`src/rtl/opcodes.sv`:
```
// -----------------------------------------------------------------------------
// opcodes -- shared types and constants for the instruction sequencer.
//   instruction_t      : 32-bit instruction word
//   EBREAK             : encoding that parks the sequencer in HALT
//   WAIT_LIMIT_DEFAULT : default bound on any handshake wait, in cycles
//   seq_state_t        : sequencer state encoding
//   is_misaligned()    : true when an address is not word aligned
// No ports (package).
// -----------------------------------------------------------------------------
package opcodes;

  typedef logic [31:0] instruction_t;

  localparam instruction_t EBREAK             = 32'h0010_0073;
  localparam int           WAIT_LIMIT_DEFAULT = 16;

  typedef enum logic [2:0] {
    IDLE      = 3'd0,
    FETCH     = 3'd1,
    DECODE    = 3'd2,
    EXECUTE   = 3'd3,
    MEM       = 3'd4,
    WRITEBACK = 3'd5,
    HALT      = 3'd6,
    ERROR     = 3'd7
  } seq_state_t;

  function automatic logic is_misaligned(input logic [31:0] addr);
    return (addr[1:0] != 2'b00);
  endfunction

endpackage

```
`src/rtl/core_sequencer_if.sv`:
```
// -----------------------------------------------------------------------------
// core_sequencer_if -- handshake bundle between the sequencer and the
// instruction memory, decoder, ALU, data memory and register bank.
//   master : sequencer side (drives requests/strobes, receives acks/results)
//   slave  : environment side (the mirror image)
// Signals:
//   imem_req/imem_addr/imem_ack/imem_rdata : instruction fetch
//   instr/dec_enable                       : decoder capture
//   alu_start/alu_done/mem_op/rd_write/
//   branch_taken/branch_target             : execute handshake and results
//   mem_req/mem_ack                        : data memory handshake
//   rf_we                                  : register bank write strobe
// -----------------------------------------------------------------------------
interface core_sequencer_if;
  import opcodes::*;

  logic         imem_req;
  logic [31:0]  imem_addr;
  logic         imem_ack;
  logic [31:0]  imem_rdata;
  instruction_t instr;
  logic         dec_enable;
  logic         alu_start;
  logic         alu_done;
  logic         mem_op;
  logic         rd_write;
  logic         branch_taken;
  logic [31:0]  branch_target;
  logic         mem_req;
  logic         mem_ack;
  logic         rf_we;

  modport master (
    output imem_req, imem_addr, instr, dec_enable, alu_start, mem_req, rf_we,
    input  imem_ack, imem_rdata, alu_done, mem_op, rd_write, branch_taken,
           branch_target, mem_ack
  );

  modport slave (
    input  imem_req, imem_addr, instr, dec_enable, alu_start, mem_req, rf_we,
    output imem_ack, imem_rdata, alu_done, mem_op, rd_write, branch_taken,
           branch_target, mem_ack
  );

endinterface

```
`src/rtl/seq_wait_timer.sv`:
```
// -----------------------------------------------------------------------------
// seq_wait_timer -- counts cycles spent waiting on a handshake.
// Ports:
//   clk, rst  : clock, asynchronous active-high reset
//   clear     : load zero on the next edge (entry into a waiting state)
//   count_en  : awaited ack/done is low this cycle
//   last      : counter holds WAIT_LIMIT-1, so one more idle cycle reaches
//               the limit; an ack in this cycle is still accepted
// -----------------------------------------------------------------------------
module seq_wait_timer
  import opcodes::*;
#(
  parameter int WAIT_LIMIT = WAIT_LIMIT_DEFAULT
) (
  input  logic clk,
  input  logic rst,
  input  logic clear,
  input  logic count_en,
  output logic last
);

  localparam logic [15:0] LIMIT_M1 = 16'(WAIT_LIMIT - 1);

  logic [15:0] count_r;

  // Wait-cycle counter: clear has priority over counting.
  always_ff @(posedge clk or posedge rst) begin
    if (rst) begin
      count_r <= 16'd0;
    end else if (clear) begin
      count_r <= 16'd0;
    end else if (count_en) begin
      count_r <= count_r + 16'd1;
    end else begin
      count_r <= count_r;
    end
  end

  // Decoded from the count alone so the FSM can use it without a loop.
  assign last = (count_r == LIMIT_M1);

endmodule

```
`src/rtl/core_sequencer.sv`:
```
// -----------------------------------------------------------------------------
// core_sequencer -- multi-cycle instruction sequencer:
//   IDLE -> FETCH -> DECODE -> EXECUTE -> [MEM] -> WRITEBACK -> FETCH ...
// with HALT on EBREAK and ERROR on handshake timeout or misaligned branch.
// Ports:
//   clk, rst     : clock, asynchronous active-high reset
//   start        : level, leaves IDLE when high
//   bus          : core_sequencer_if.master handshake bundle
//   pc           : program counter (also drives bus.imem_addr)
//   instr_count  : retired instruction count, wraps at 2^32
//   halted/error : terminal state flags, cleared only by reset
// All strobes are registers loaded from the next state, so each is high
// exactly for the cycles the FSM spends in the matching state.
// -----------------------------------------------------------------------------
module core_sequencer
  import opcodes::*;
#(
  parameter logic [31:0] RESET_PC   = 32'h0000_0000,
  parameter int          WAIT_LIMIT = WAIT_LIMIT_DEFAULT
) (
  input  logic        clk,
  input  logic        rst,
  input  logic        start,
  core_sequencer_if.master bus,
  output logic [31:0] pc,
  output logic [31:0] instr_count,
  output logic        halted,
  output logic        error
);

  seq_state_t   state_r;
  seq_state_t   state_s;

  logic [31:0]  pc_r;
  logic [31:0]  instr_count_r;
  instruction_t instr_r;
  logic         rd_write_r;
  logic         branch_taken_r;
  logic [31:0]  branch_target_r;

  logic         imem_req_r;
  logic         dec_enable_r;
  logic         alu_start_r;
  logic         mem_req_r;
  logic         rf_we_r;
  logic         halted_r;
  logic         error_r;

  logic         rd_write_s;
  logic         wait_s;
  logic         timer_clear_s;
  logic         timer_last_s;

  // Cycles in a waiting state whose ack/done is still low.
  assign wait_s = ((state_r == FETCH)   && !bus.imem_ack) ||
                  ((state_r == EXECUTE) && !bus.alu_done) ||
                  ((state_r == MEM)     && !bus.mem_ack);

  // The counter restarts only on entry, never while staying put.
  assign timer_clear_s = (state_s != state_r) &&
                         ((state_s == FETCH) || (state_s == EXECUTE) ||
                          (state_s == MEM));

  seq_wait_timer #(
    .WAIT_LIMIT (WAIT_LIMIT)
  ) u_wait_timer (
    .clk      (clk),
    .rst      (rst),
    .clear    (timer_clear_s),
    .count_en (wait_s),
    .last     (timer_last_s)
  );

  // State register.
  always_ff @(posedge clk or posedge rst) begin
    if (rst) begin
      state_r <= IDLE;
    end else begin
      state_r <= state_s;
    end
  end

  // Next-state logic; an ack arriving together with timer_last wins.
  always_comb begin
    state_s = state_r;
    case (state_r)
      IDLE: begin
        if (start) state_s = FETCH;
        else       state_s = IDLE;
      end
      FETCH: begin
        if (bus.imem_ack)      state_s = DECODE;
        else if (timer_last_s) state_s = ERROR;
        else                   state_s = FETCH;
      end
      DECODE: begin
        if (instr_r == EBREAK) state_s = HALT;
        else                   state_s = EXECUTE;
      end
      EXECUTE: begin
        if (bus.alu_done) begin
          if (bus.branch_taken && is_misaligned(bus.branch_target)) state_s = ERROR;
          else if (bus.mem_op)                                      state_s = MEM;
          else                                                      state_s = WRITEBACK;
        end else if (timer_last_s) begin
          state_s = ERROR;
        end else begin
          state_s = EXECUTE;
        end
      end
      MEM: begin
        if (bus.mem_ack)       state_s = WRITEBACK;
        else if (timer_last_s) state_s = ERROR;
        else                   state_s = MEM;
      end
      WRITEBACK: state_s = FETCH;
      HALT:      state_s = HALT;
      ERROR:     state_s = ERROR;
      default:   state_s = ERROR;
    endcase
  end

  // rd_write as it will be after this edge; lets rf_we be registered while
  // still covering the EXECUTE->WRITEBACK direct path.
  always_comb begin
    rd_write_s = rd_write_r;
    if ((state_r == EXECUTE) && bus.alu_done) rd_write_s = bus.rd_write;
    else                                      rd_write_s = rd_write_r;
  end

  // Datapath: instruction latch, execute results, pc and retire counter.
  always_ff @(posedge clk or posedge rst) begin
    if (rst) begin
      pc_r            <= RESET_PC;
      instr_count_r   <= 32'd0;
      instr_r         <= 32'd0;
      rd_write_r      <= 1'b0;
      branch_taken_r  <= 1'b0;
      branch_target_r <= 32'd0;
    end else begin
      if ((state_r == FETCH) && bus.imem_ack) begin
        instr_r <= bus.imem_rdata;
      end
      if ((state_r == EXECUTE) && bus.alu_done) begin
        rd_write_r      <= bus.rd_write;
        branch_taken_r  <= bus.branch_taken;
        branch_target_r <= bus.branch_target;
      end
      if (state_r == WRITEBACK) begin
        pc_r          <= branch_taken_r ? branch_target_r : (pc_r + 32'd4);
        instr_count_r <= instr_count_r + 32'd1;
      end
    end
  end

  // Registered strobes and flags, loaded from the next state.
  always_ff @(posedge clk or posedge rst) begin
    if (rst) begin
      imem_req_r   <= 1'b0;
      dec_enable_r <= 1'b0;
      alu_start_r  <= 1'b0;
      mem_req_r    <= 1'b0;
      rf_we_r      <= 1'b0;
      halted_r     <= 1'b0;
      error_r      <= 1'b0;
    end else begin
      imem_req_r   <= (state_s == FETCH);
      dec_enable_r <= (state_s == DECODE);
      alu_start_r  <= (state_s == EXECUTE) && (state_r != EXECUTE);
      mem_req_r    <= (state_s == MEM);
      rf_we_r      <= (state_s == WRITEBACK) && rd_write_s;
      halted_r     <= (state_s == HALT);
      error_r      <= (state_s == ERROR);
    end
  end

  assign bus.imem_req   = imem_req_r;
  assign bus.imem_addr  = pc_r;
  assign bus.instr      = instr_r;
  assign bus.dec_enable = dec_enable_r;
  assign bus.alu_start  = alu_start_r;
  assign bus.mem_req    = mem_req_r;
  assign bus.rf_we      = rf_we_r;
  assign pc             = pc_r;
  assign instr_count    = instr_count_r;
  assign halted         = halted_r;
  assign error          = error_r;

endmodule

```
`src/flat_wrapper.sv`:
```
// flat-port wrapper written by rule: the top's interface ports become plain ports
module core_sequencer_flat import opcodes::*;
#(
  parameter logic [31:0] RESET_PC   = 32'h0000_0000,
  parameter int          WAIT_LIMIT = WAIT_LIMIT_DEFAULT
)
  (clk, rst, start, pc, instr_count, halted, error, bus_imem_req, bus_imem_addr, bus_instr, bus_dec_enable, bus_alu_start, bus_mem_req, bus_rf_we, bus_imem_ack, bus_imem_rdata, bus_alu_done, bus_mem_op, bus_rd_write, bus_branch_taken, bus_branch_target, bus_mem_ack);
  core_sequencer_if bus_i ();
  input  logic clk;
  input  logic rst;
  input  logic start;
  output logic [31:0] pc;
  output logic [31:0] instr_count;
  output logic halted;
  output logic error;
  output wire logic [$bits(bus_i.imem_req)-1:0] bus_imem_req;
  output wire logic [$bits(bus_i.imem_addr)-1:0] bus_imem_addr;
  output wire logic [$bits(bus_i.instr)-1:0] bus_instr;
  output wire logic [$bits(bus_i.dec_enable)-1:0] bus_dec_enable;
  output wire logic [$bits(bus_i.alu_start)-1:0] bus_alu_start;
  output wire logic [$bits(bus_i.mem_req)-1:0] bus_mem_req;
  output wire logic [$bits(bus_i.rf_we)-1:0] bus_rf_we;
  input wire logic [$bits(bus_i.imem_ack)-1:0] bus_imem_ack;
  input wire logic [$bits(bus_i.imem_rdata)-1:0] bus_imem_rdata;
  input wire logic [$bits(bus_i.alu_done)-1:0] bus_alu_done;
  input wire logic [$bits(bus_i.mem_op)-1:0] bus_mem_op;
  input wire logic [$bits(bus_i.rd_write)-1:0] bus_rd_write;
  input wire logic [$bits(bus_i.branch_taken)-1:0] bus_branch_taken;
  input wire logic [$bits(bus_i.branch_target)-1:0] bus_branch_target;
  input wire logic [$bits(bus_i.mem_ack)-1:0] bus_mem_ack;
  assign bus_imem_req = bus_i.imem_req;
  assign bus_imem_addr = bus_i.imem_addr;
  assign bus_instr = bus_i.instr;
  assign bus_dec_enable = bus_i.dec_enable;
  assign bus_alu_start = bus_i.alu_start;
  assign bus_mem_req = bus_i.mem_req;
  assign bus_rf_we = bus_i.rf_we;
  assign bus_i.imem_ack = bus_imem_ack;
  assign bus_i.imem_rdata = bus_imem_rdata;
  assign bus_i.alu_done = bus_alu_done;
  assign bus_i.mem_op = bus_mem_op;
  assign bus_i.rd_write = bus_rd_write;
  assign bus_i.branch_taken = bus_branch_taken;
  assign bus_i.branch_target = bus_branch_target;
  assign bus_i.mem_ack = bus_mem_ack;
  core_sequencer #(.RESET_PC(RESET_PC), .WAIT_LIMIT(WAIT_LIMIT)) u_core (.clk(clk), .rst(rst), .start(start), .bus(bus_i), .pc(pc), .instr_count(instr_count), .halted(halted), .error(error));
endmodule
```
`config.mk`:
```
export PLATFORM = sky130hd
export DESIGN_NAME = core_sequencer_flat
export DESIGN_NICKNAME = d
export VERILOG_FILES = /design/src/rtl/opcodes.sv /design/src/rtl/core_sequencer_if.sv /design/src/rtl/seq_wait_timer.sv /design/src/rtl/core_sequencer.sv /design/src/flat_wrapper.sv
export SDC_FILE = /design/constraint.sdc
export NUM_CORES = 1
export LEC_CHECK = 0
export CAP_MARGIN = 25
export CELL_PAD_IN_SITES_DETAIL_PLACEMENT = 1
export CELL_PAD_IN_SITES_GLOBAL_PLACEMENT = 1
export CORE_MARGIN = 2
export CORE_UTILIZATION = 35
export CTS_CLUSTER_SIZE = 28
export DETAILED_ROUTE_END_ITERATION = 8
export DONT_BUFFER_PORTS = 1
export PLACE_DENSITY = 0.7
export SKIP_CTS_REPAIR_TIMING = 1
export SLEW_MARGIN = 20
export SYNTH_ARGS = -nofsm -noshare
export SYNTH_HDL_FRONTEND = slang
export SYNTH_SLANG_ARGS = --single-unit
```
`constraint.sdc`:
```
create_clock -name clk -period 5.6 [get_ports clk]
set_input_delay 0.56 -clock clk [delete_from_list [all_inputs] [get_ports clk]]
set_output_delay 0.56 -clock clk [all_outputs]
set_load 0.02 [all_outputs]
```
== After elaboration in Yosys (flattened, before gate mapping) ==
Cells that the tools add are included.

* Register bits after elaboration: 156
* Latch bits: 0
* RAM bits: 0
* ROM bits: 0
* Output and inout port bits: 135
* Memories kept: 0

* $add $sub $neg: 3
* Multiply operators: 0
* Divide/modulo/power cells: 0
* $lt $le $gt $ge: 0
* Eq/ne operators: 18
* Shift-type cells: 0
* Mux-type cells: 15
* Bitwise gates (word level): 0
* Reduce and logical (&&, ||, !) cells: 19

{| class="wikitable"
|+ Operators with widths
! operator !! number
|-
| adder 32 x 1 -> 32 bit (second input constant) || 1
|-
| adder 32 x 3 -> 32 bit (second input constant) || 1
|-
| equality test 32 x 21 -> 1 bit (second input constant) || 1
|-
| two-way mux 16 bit || 2
|-
| two-way mux 32 bit || 1
|-
| equality test 3 bit (second input constant) || 8
|-
| case mux 3 bit (8 select lines) || 1
|-
| two-way mux 3 bit || 7
|-
| adder 16 x 1 -> 16 bit (second input constant) || 1
|-
| equality test 16 x 4 -> 1 bit (second input constant) || 1
|-
| equality test 3 x 2 -> 1 bit (second input constant) || 4
|-
| logical AND 1 bit || 9
|-
| equality test 3 x 1 -> 1 bit (second input constant) || 2
|-
| logical OR 1 bit || 4
|-
| nonzero test 2 bit || 2
|-
| logical NOT 1 bit || 3
|-
| logical NOT 3 bit || 1
|-
| two-way mux 1 bit || 3
|-
| inequality test 3 x 2 -> 1 bit (second input constant) || 1
|-
| inequality test 3 bit || 1
|-
| two-way mux 2 bit || 1
|}

== Logic depth before layout (Yosys ltp) ==
Gate-level depths: netlist of the first run.

* Depth in word-level cells: 10
* Gate-level depth with buffers: 8
* Depth with buffers taken out: 7

== Modules after synthesis ==
A second synthesis of the first run with hierarchy kept.

* Cells, all modules: 690
* Area total of the unflattened synthesis: 7552.2 µm²

{| class="wikitable"
|+ Modules (own cells, without submodules)
! module !! times used !! cells an instance !! area each (µm²) !! sequential area each (µm²)
|-
| core_sequencer || 1 || 600 || 6677.7 || 3503.4
|-
| seq_wait_timer || 1 || 90 || 874.6 || 400.4
|}

== Worst setup path after synthesis of the first run ==
No wires, ideal clock.

* Path kind: register to register
* From: register u_core.instr_r[18], in the netlist u_core.bus.instr[18]
* To: register u_core.u_wait_timer.count_r[10]
* Library setup time: 129 ps
* Arrival: 2025 ps
* Required time: 5471 ps
* Slack: 3447 ps
* Stages on the path, launching flop included: 8
* Path buffers: 1
* Cell sequence: dfrtp_1 nor4b_1 nand4_1 nor3_1 o21ai_1 nor3_2 buf_2 nor3_2

* Word-level cells in the longest chain between the ends: 8
* Elaborated cells between the ends (all ways): 12
* Those cells by class: eq/ne (5); mux (3); reduce/logical (4)

{| class="wikitable"
|+ RTL lines
! item !! RTL line !! text
|-
| start: declaration || core_sequencer.sv:36 || <nowiki>instruction_t instr_r;</nowiki>
|-
| start signal: assignment || core_sequencer.sv:142 || <nowiki>instr_r <= bus.imem_rdata;</nowiki>
|-
| equality test 32 x 21 -> 1 bit (*) || core_sequencer.sv:97 || <nowiki>if (instr_r == EBREAK) state_s = HALT;</nowiki>
|-
| two-way mux 3 bit (*) || core_sequencer.sv:97 ||
|-
| case mux 3 bit (8 select lines) (*) || core_sequencer.sv:86 || <nowiki>case (state_r)</nowiki>
|-
| equality test 3 x 1 -> 1 bit / equality test 3 x 2 -> 1 bit (equally long branches) || core_sequencer.sv:61 || <nowiki>((state_s == FETCH) || (state_s == EXECUTE) ||</nowiki>
|-
| logical OR 1 bit (2 in series) || core_sequencer.sv:61 ||
|-
| logical AND 1 bit (*) || core_sequencer.sv:60 || <nowiki>assign timer_clear_s = (state_s != state_r) &&</nowiki>
|-
| two-way mux 16 bit / nonzero test 2 bit (equally long branches) || - ||
|-
| end signal: assignment || seq_wait_timer.sv:33 || <nowiki>count_r <= count_r + 16'd1;</nowiki>
|-
| end signal: assignment || seq_wait_timer.sv:35 || <nowiki>count_r <= count_r;</nowiki>
|-
| end: declaration || seq_wait_timer.sv:24 || <nowiki>logic [15:0] count_r;</nowiki>
|}

Mark *: on every way between the ends. The rest lies on a longest branch, timed or not.
A chain may end at the register's enable or synchronous reset.

== Worst setup path after layout of the first run ==
* From: register u_core.state_r[2]
* To: register u_core.instr_count_r[25], in the netlist u_core.instr_count[25]

* Word-level cells in the longest chain between the ends: 1

{| class="wikitable"
|+ RTL lines
! item !! RTL line !! text
|-
| start: declaration || core_sequencer.sv:31 || <nowiki>seq_state_t state_r;</nowiki>
|-
| start signal: assignment || core_sequencer.sv:79 || <nowiki>state_r <= state_s;</nowiki>
|-
| equality test 3 bit || core_sequencer.sv:149 || <nowiki>if (state_r == WRITEBACK) begin</nowiki>
|-
| end signal: assignment || core_sequencer.sv:151 || <nowiki>instr_count_r <= instr_count_r + 32'd1;</nowiki>
|-
| end: declaration || core_sequencer.sv:35 || <nowiki>logic [31:0] instr_count_r;</nowiki>
|}

Every way passes these cells.

==> results of run 1 <==
-- final timing paths --
check | from | to | slack (ps) | depth (start not counted)
max | u_core.state_r[2] | u_core.instr_count[25] | 2660 | 7
min | rst | u_core.branch_target_r[25] | 160 | 1
max reg2reg | u_core.state_r[2] | u_core.instr_count[25] | 2660 | 7
min reg2reg | u_core.rd_write_r | u_core.rd_write_r | 500 | 1
max in group asynchronous | rst | u_core.instr_count[5] | 4160 | 2
min in group clk | bus_imem_rdata[6] | u_core.bus.instr[6] | 270 | 1
-- cells by family after synthesis --
logic type | synth area share (%)
compound gates | 10.4
xor+xnor | 5.23
fa+ha+maj | 0.498
buf+inv | 5.78
flops | 51.8
mux | 10.6
simple gates | 15.7
-- sequential cells by signal, summed over array words and instances (netlist names) --
| signal | count |
|---|---|
| u_core.state_r | 3 |
| u_core.bus.mem_req | 1 |
| u_core.instr_count | 32 |
| u_core.u_wait_timer.count_r | 16 |
| u_core.bus.instr | 32 |
| u_core.bus.alu_start | 1 |
| u_core.bus.imem_addr | 32 |
| u_core.rd_write_r | 1 |
| u_core.bus.dec_enable | 1 |
| u_core.error | 1 |
| u_core.bus.rf_we | 1 |
| u_core.halted | 1 |
| u_core.branch_taken_r | 1 |
| u_core.bus.imem_req | 1 |
| u_core.branch_target_r | 32 |
-- final cells by class --
class / instances / area, sq um / share of cell area (%)
clock buffer: 18 / 439 / 5.34
clock inverter: 14 / 201 / 2.45
inverter: 15 / 61.3 / 0.746
multi-input combinational: 444 / 3200 / 38.9
sequential: 156 / 3900 / 47.5
tap: 275 / 344 / 4.19
timing repair buffer: 7 / 68.8 / 0.837
-- where the power goes --
group          switching (mW)  internal [mW]  total, mW
registers               0.948           1.52       2.47
logic                   0.657          0.538       1.19
clock network           0.513          0.733       1.25
total                    2.12           2.79       4.91
-- cells in the mapped netlist, types with 12 or more instances --
master    number
clkbuf_1      19
nor3_1        16
and3_1        14
o22ai_1       12
o21ai_0       39
nor2_1        33
buf_4         32
nand3_1       22
nand4_1       15
xor2_1        16
xnor2_1       29
nand2_1       44
dfrtp_1      156
a21oi_1       32
inv_1         14
mux2_2        68
-- cell usage in the layout, fill, tap and decap left out, types with 4 or more instances in the layout --
cell type and n:
nor3_2 11, a22oi_1 8, and4_1 5, nand3_1 21, dfrtp_1 156, nor4_1 8, o21ai_0 39, inv_1 13
a21oi_1 32, nand2_1 44, clkinv_4 4, nor2_1 32, nand4_1 15, inv_6 4, xnor2_1 29, nor3_1 16
buf_4 5, and3_1 14, xor2_1 16, mux2_2 68, clkbuf_16 17, nor4_4 4, o22ai_1 12
-- layer usage --
metal	global-route usage [%]	up-vias	wire [microns]
li1	-	2348	-
met4	5.42	0	354
met2	29.2	182	9470
met3	6.82	33	1580
met1	20.6	2674	7980
met5	0	-	0
-- worst max-delay path, cell delays in order, from the launching register on --
cell and delay, ps:
dfrtp_1 640, and3b_1 260, buf_4 430, nand4_2 300, nor4_4 470, and4_1 380
nand4_1 150, xnor2_1 170
-- per-stage QoR --
step           hold slack [ps]  cells
6_report                   164    929
5_1_grt                    243    929
4_1_cts                    212    927
3_5_place_dp               489    895
3_3_place_gp               484    895
2_1_floorplan              471    674
==> results.cfg, run 1 <==
[timing]
finalHoldViolCount = 0
finalSetupViolCount = 0
grt_setup_unrepaired = false
slew_headroom_pct = 38.0
period_needed_ps = 2940
post-route-period-util_pct = 52.6
fmax_mhz = 340
worstMarginPinSlew_ps = 922
fin_tns_setup_ps = 0
worst_slack_ps = 2660
clock_skew_ps = 14.5
slew_viol_final = 0

[global_routing]
grtUsageTotal_pct = 17.4
grt_pass1_vias = 5849
grt_overflow_total = 0
grt_pass1_wl_microns = 31000
grt_max_degree = 99
antenna_found_initial = 0

[placed_design]
routabilityCongestion = 0.827
post-place-ws_ps = 2410
portBuffers = 0
hpwl_microns = 13400
placed_area_sq_um = 7550

[clock_tree]
clock-root-buffer = clkbuf_16
cts_made_buffers = 17
cts_sinks = 156
clock_path_buffers = 2
clk_pin_slew_ps = 70
htree_levels = 4
worst_skew_pair.late_latency_ps = 430
cts_tree = yes

[synth]
synth_flop_cell = dfrtp_1
synth-edff-count = 0
synth_area_leader_cell = dfrtp_1
synth_seq_cells = 156
async_reset_ff_share_pct = 100
synthesis.area_sq_um = 7530
synth_cell_types = 67
synth_nets = 750
syn_avg_cell_area_sq_um = 11.2
ys_top_cells_by_area = dfrtp_1 52%, mux2_2 10%, xnor2_1 3.4%
yosysWarnings = 0
yosysSeqAreaShare_pct = 51.8
synthCells = 674
synth_top_cell_area_share_pct = 51.8

[die]
die_x_microns = 151
ios = 208
initial_core_util_pct = 35.7
die_height_microns = 151
num_rows = 53
core_area_sq_um = 21100
die-area_sq_um = 22700

[route]
post-route-drc-count = 0
viasPerCell = 5.64
wl_per_cell_microns = 20.9
finalWirelength_microns = 19400
drtIter0Drc = 172
drtPass1Iterations = 4
ant_nets = 0
vias = 5237

[critical_path]
crit_path_start_kind = register
endpoint_kind = register
path_max_fanout = 46
arrival_ps = 3250
worstSetupPathType = reg -> reg
worstPathRequired_ps = 5900

[layout]
fin_nets = 717
fin_area_sq_um = 8220
antenna_cells = 0
fin_util_pct = 39.0
final.fill_count = 2261
area_delta_synth_final_pct = 9.12
drive_above_1_share_pct = 21.4

[power]
vdd_drop_max_mv = 0.243
p_leak_nw = 3.44
finalPower_mw = 4.91
p_per_area_nw_per_um2 = 597

[job]
cap_viol_max_count = 0

[outcome]
status = finished, final reports clean

[worst_hold_path]
hp-class = in -> async
(Power assumes the default switching activity.)
==> run 2: changes to the inputs <==
--- a/config.mk
+++ b/config.mk
@@ -13,7 +13,7 @@
 export CTS_CLUSTER_SIZE = 28
 export DETAILED_ROUTE_END_ITERATION = 8
 export DONT_BUFFER_PORTS = 1
-export PLACE_DENSITY = 0.7
+export PLACE_DENSITY = 0.72
 export SKIP_CTS_REPAIR_TIMING = 1
 export SLEW_MARGIN = 20
 export SYNTH_ARGS = -nofsm -noshare
==> constraint.sdc (replaced) <==
create_clock -name clk -period 2.5 [get_ports clk]
set_input_delay 0.25 -clock clk [delete_from_list [all_inputs] [get_ports clk]]
set_output_delay 0.25 -clock clk [all_outputs]
set_load 0.02 [all_outputs]
==> run 2 against run 1 <==
Effect of this change:
- first-iteration DRC count is 2.3% lower
- clock-buffer cell count stayed put
- wire length is 12% higher
- register-to-register slack worse by 2500 ps
- clock power is 120% higher
- fmax is 25% higher
- sequential power is 90% higher
- final cell count is 13% higher
- largest cell class unchanged
- clock skew is 3.6 ps lower
- combinational power grew to 3.6 times the previous value
- critical path depth stayed put
- hold slack better by 82 ps
==> results.cfg, run 2 (synthesis gave the netlist of run 1 again) <==
[critical_path]
path_cells = nor4_1 -> nand4_1 -> nor3_2 -> o21ai_1 -> nor3_2 -> buf_4 -> nor3_1
cpMaxStageDelayCell = dfrtp_1
path_max_fanout = 16
endpoint_kind = register
path_common_cell = nor3_2
crit_path_start_kind = register
path_buf_inv = 1
arrival_ps = 2650
worstSetupPathType = reg -> reg
worstPathRequired_ps = 2800
max_stage_delay_ps = 480
critPathTopFamily = simple AND/OR/NAND/NOR gates

[clock_tree]
clock-root-buffer = clkbuf_16
worst_skew_pair.late_latency_ps = 430
htree_levels = 4
clock_path_buffers = 2
cts_made_buffers = 17
cts_sinks = 156
cts_tree = yes
clk_pin_slew_ps = 70

[timing]
worstMarginPinSlew_ps = 566
clock_skew_ps = 10.9
finalHoldViolCount = 0
finalSetupViolCount = 0
holdWs_ps = 245
period_needed_ps = 2350
fmax_mhz = 426
slew_viol_final = 0
slew_headroom_pct = 62.0
post-route-period-util_pct = 93.9
worst_slack_ps = 152

[layout]
final_cell_mix = 156 x dfrtp_1, 68 x mux2_2, 67 x dlygate4sd3_1, 55 x buf_4, 44 x nand2_1
area_delta_synth_final_pct = 23.3
drive_above_1_share_pct = 25.3
antenna_cells = 0
fin_area_sq_um = 9290
fin_util_pct = 44.1
fin_nets = 835
mostFrequentLayoutCell = dfrtp_1

[die]
die_height_microns = 151
ios = 208
initial_core_util_pct = 35.7
die-area_sq_um = 22700
num_rows = 53
die_x_microns = 151
core_area_sq_um = 21100

[placed_design]
hpwl_microns = 14800
post-place-ws_ps = 62.4
placed_area_sq_um = 7980
portBuffers = 0
routabilityCongestion = 0.824

[power]
vdd_drop_max_mv = 0.691
p_leak_nw = 3.96
p_per_area_nw_per_um2 = 1260

[route]
wl_per_cell_microns = 20.8
finalWirelength_microns = 21800
ant_nets = 0
post-route-drc-count = 0
drtPass1Iterations = 4
vias = 5721
drtIter0Drc = 168
viasPerCell = 5.46

[global_routing]
antenna_found_initial = 0
grt_pass1_vias = 6140
grt_pass1_wl_microns = 33100
grtUsageTotal_pct = 18.7
grt_max_degree = 94
grt_overflow_total = 0

[worst_hold_path]
hp-class = in -> reg

[job]
cap_viol_max_count = 0

[outcome]
status = finished, final reports clean
[run 2: final cells by class]
cell class | count | area [sq um]
Inverter | 15 | 60.1
Sequential cell | 156 | 3900
Fill cell | 2265 | 11800
Tap cell | 275 | 344
Timing Repair Buffer | 125 | 1140
Clock buffer | 18 | 429
Clock inverter | 14 | 184
Multi-Input combinational cell | 444 | 3230
[run 2: worst paths after layout]
path	start	to	slack [ps]	depth (start not counted)
worst min-delay path	start	u_core.u_wait_timer.count_r[8]	250	4
min in group asynchronous	rst	u_core.branch_target_r[26]	350	2
worst max-delay path	u_core.bus.instr[17]	u_core.u_wait_timer.count_r[15]	150	7
max in group asynchronous	rst	u_core.instr_count[24]	1230	3
worst min register to register	u_core.rd_write_r	u_core.rd_write_r	500	1
worst max register to register	u_core.bus.instr[17]	u_core.u_wait_timer.count_r[15]	150	7
[run 2: worst reg2reg max path: cells and delay by family (launching register included)]
family,cells,cell delay [ps]
AOI/OAI and AO/OA,1,180
buffers and inverters,1,280
and+or+nand+nor,5,1290
DFF,1,480
[run 2: metrics by stage]
| step | TNS [ps] | total power, mW | instances |
|---|---|---|---|
| 3_5_place_dp | 0 | 8.86 | 948 |
| 2_1_floorplan | 0 | 7.73 | 674 |
| 6_report | 0 | 11.8 | 1047 |
| 3_3_place_gp | 0 | 8.63 | 948 |
| 5_1_grt | -281 | 12.4 | 1047 |
| 4_1_cts | 0 | 11.7 | 980 |
[run 2: power by group]
group | total (mW) | leakage (nW) | internal (mW) | switching (mW)
clock | 2.75 | 0.303 | 1.60 | 1.15
combinational | 4.30 | 1.69 | 1.72 | 2.58
sequential | 4.70 | 1.97 | 3.42 | 1.28
total | 11.8 | 3.96 | 6.74 | 5.01
[run 2: per-layer routing]
metal,global-route usage (%),up-vias,part of all wire (%)
met3,6.45,27,6.3
met2,32.5,179,52
met4,4.63,0,1.4
li1,-,2582,-
met1,22.1,2933,41
met5,0,-,0
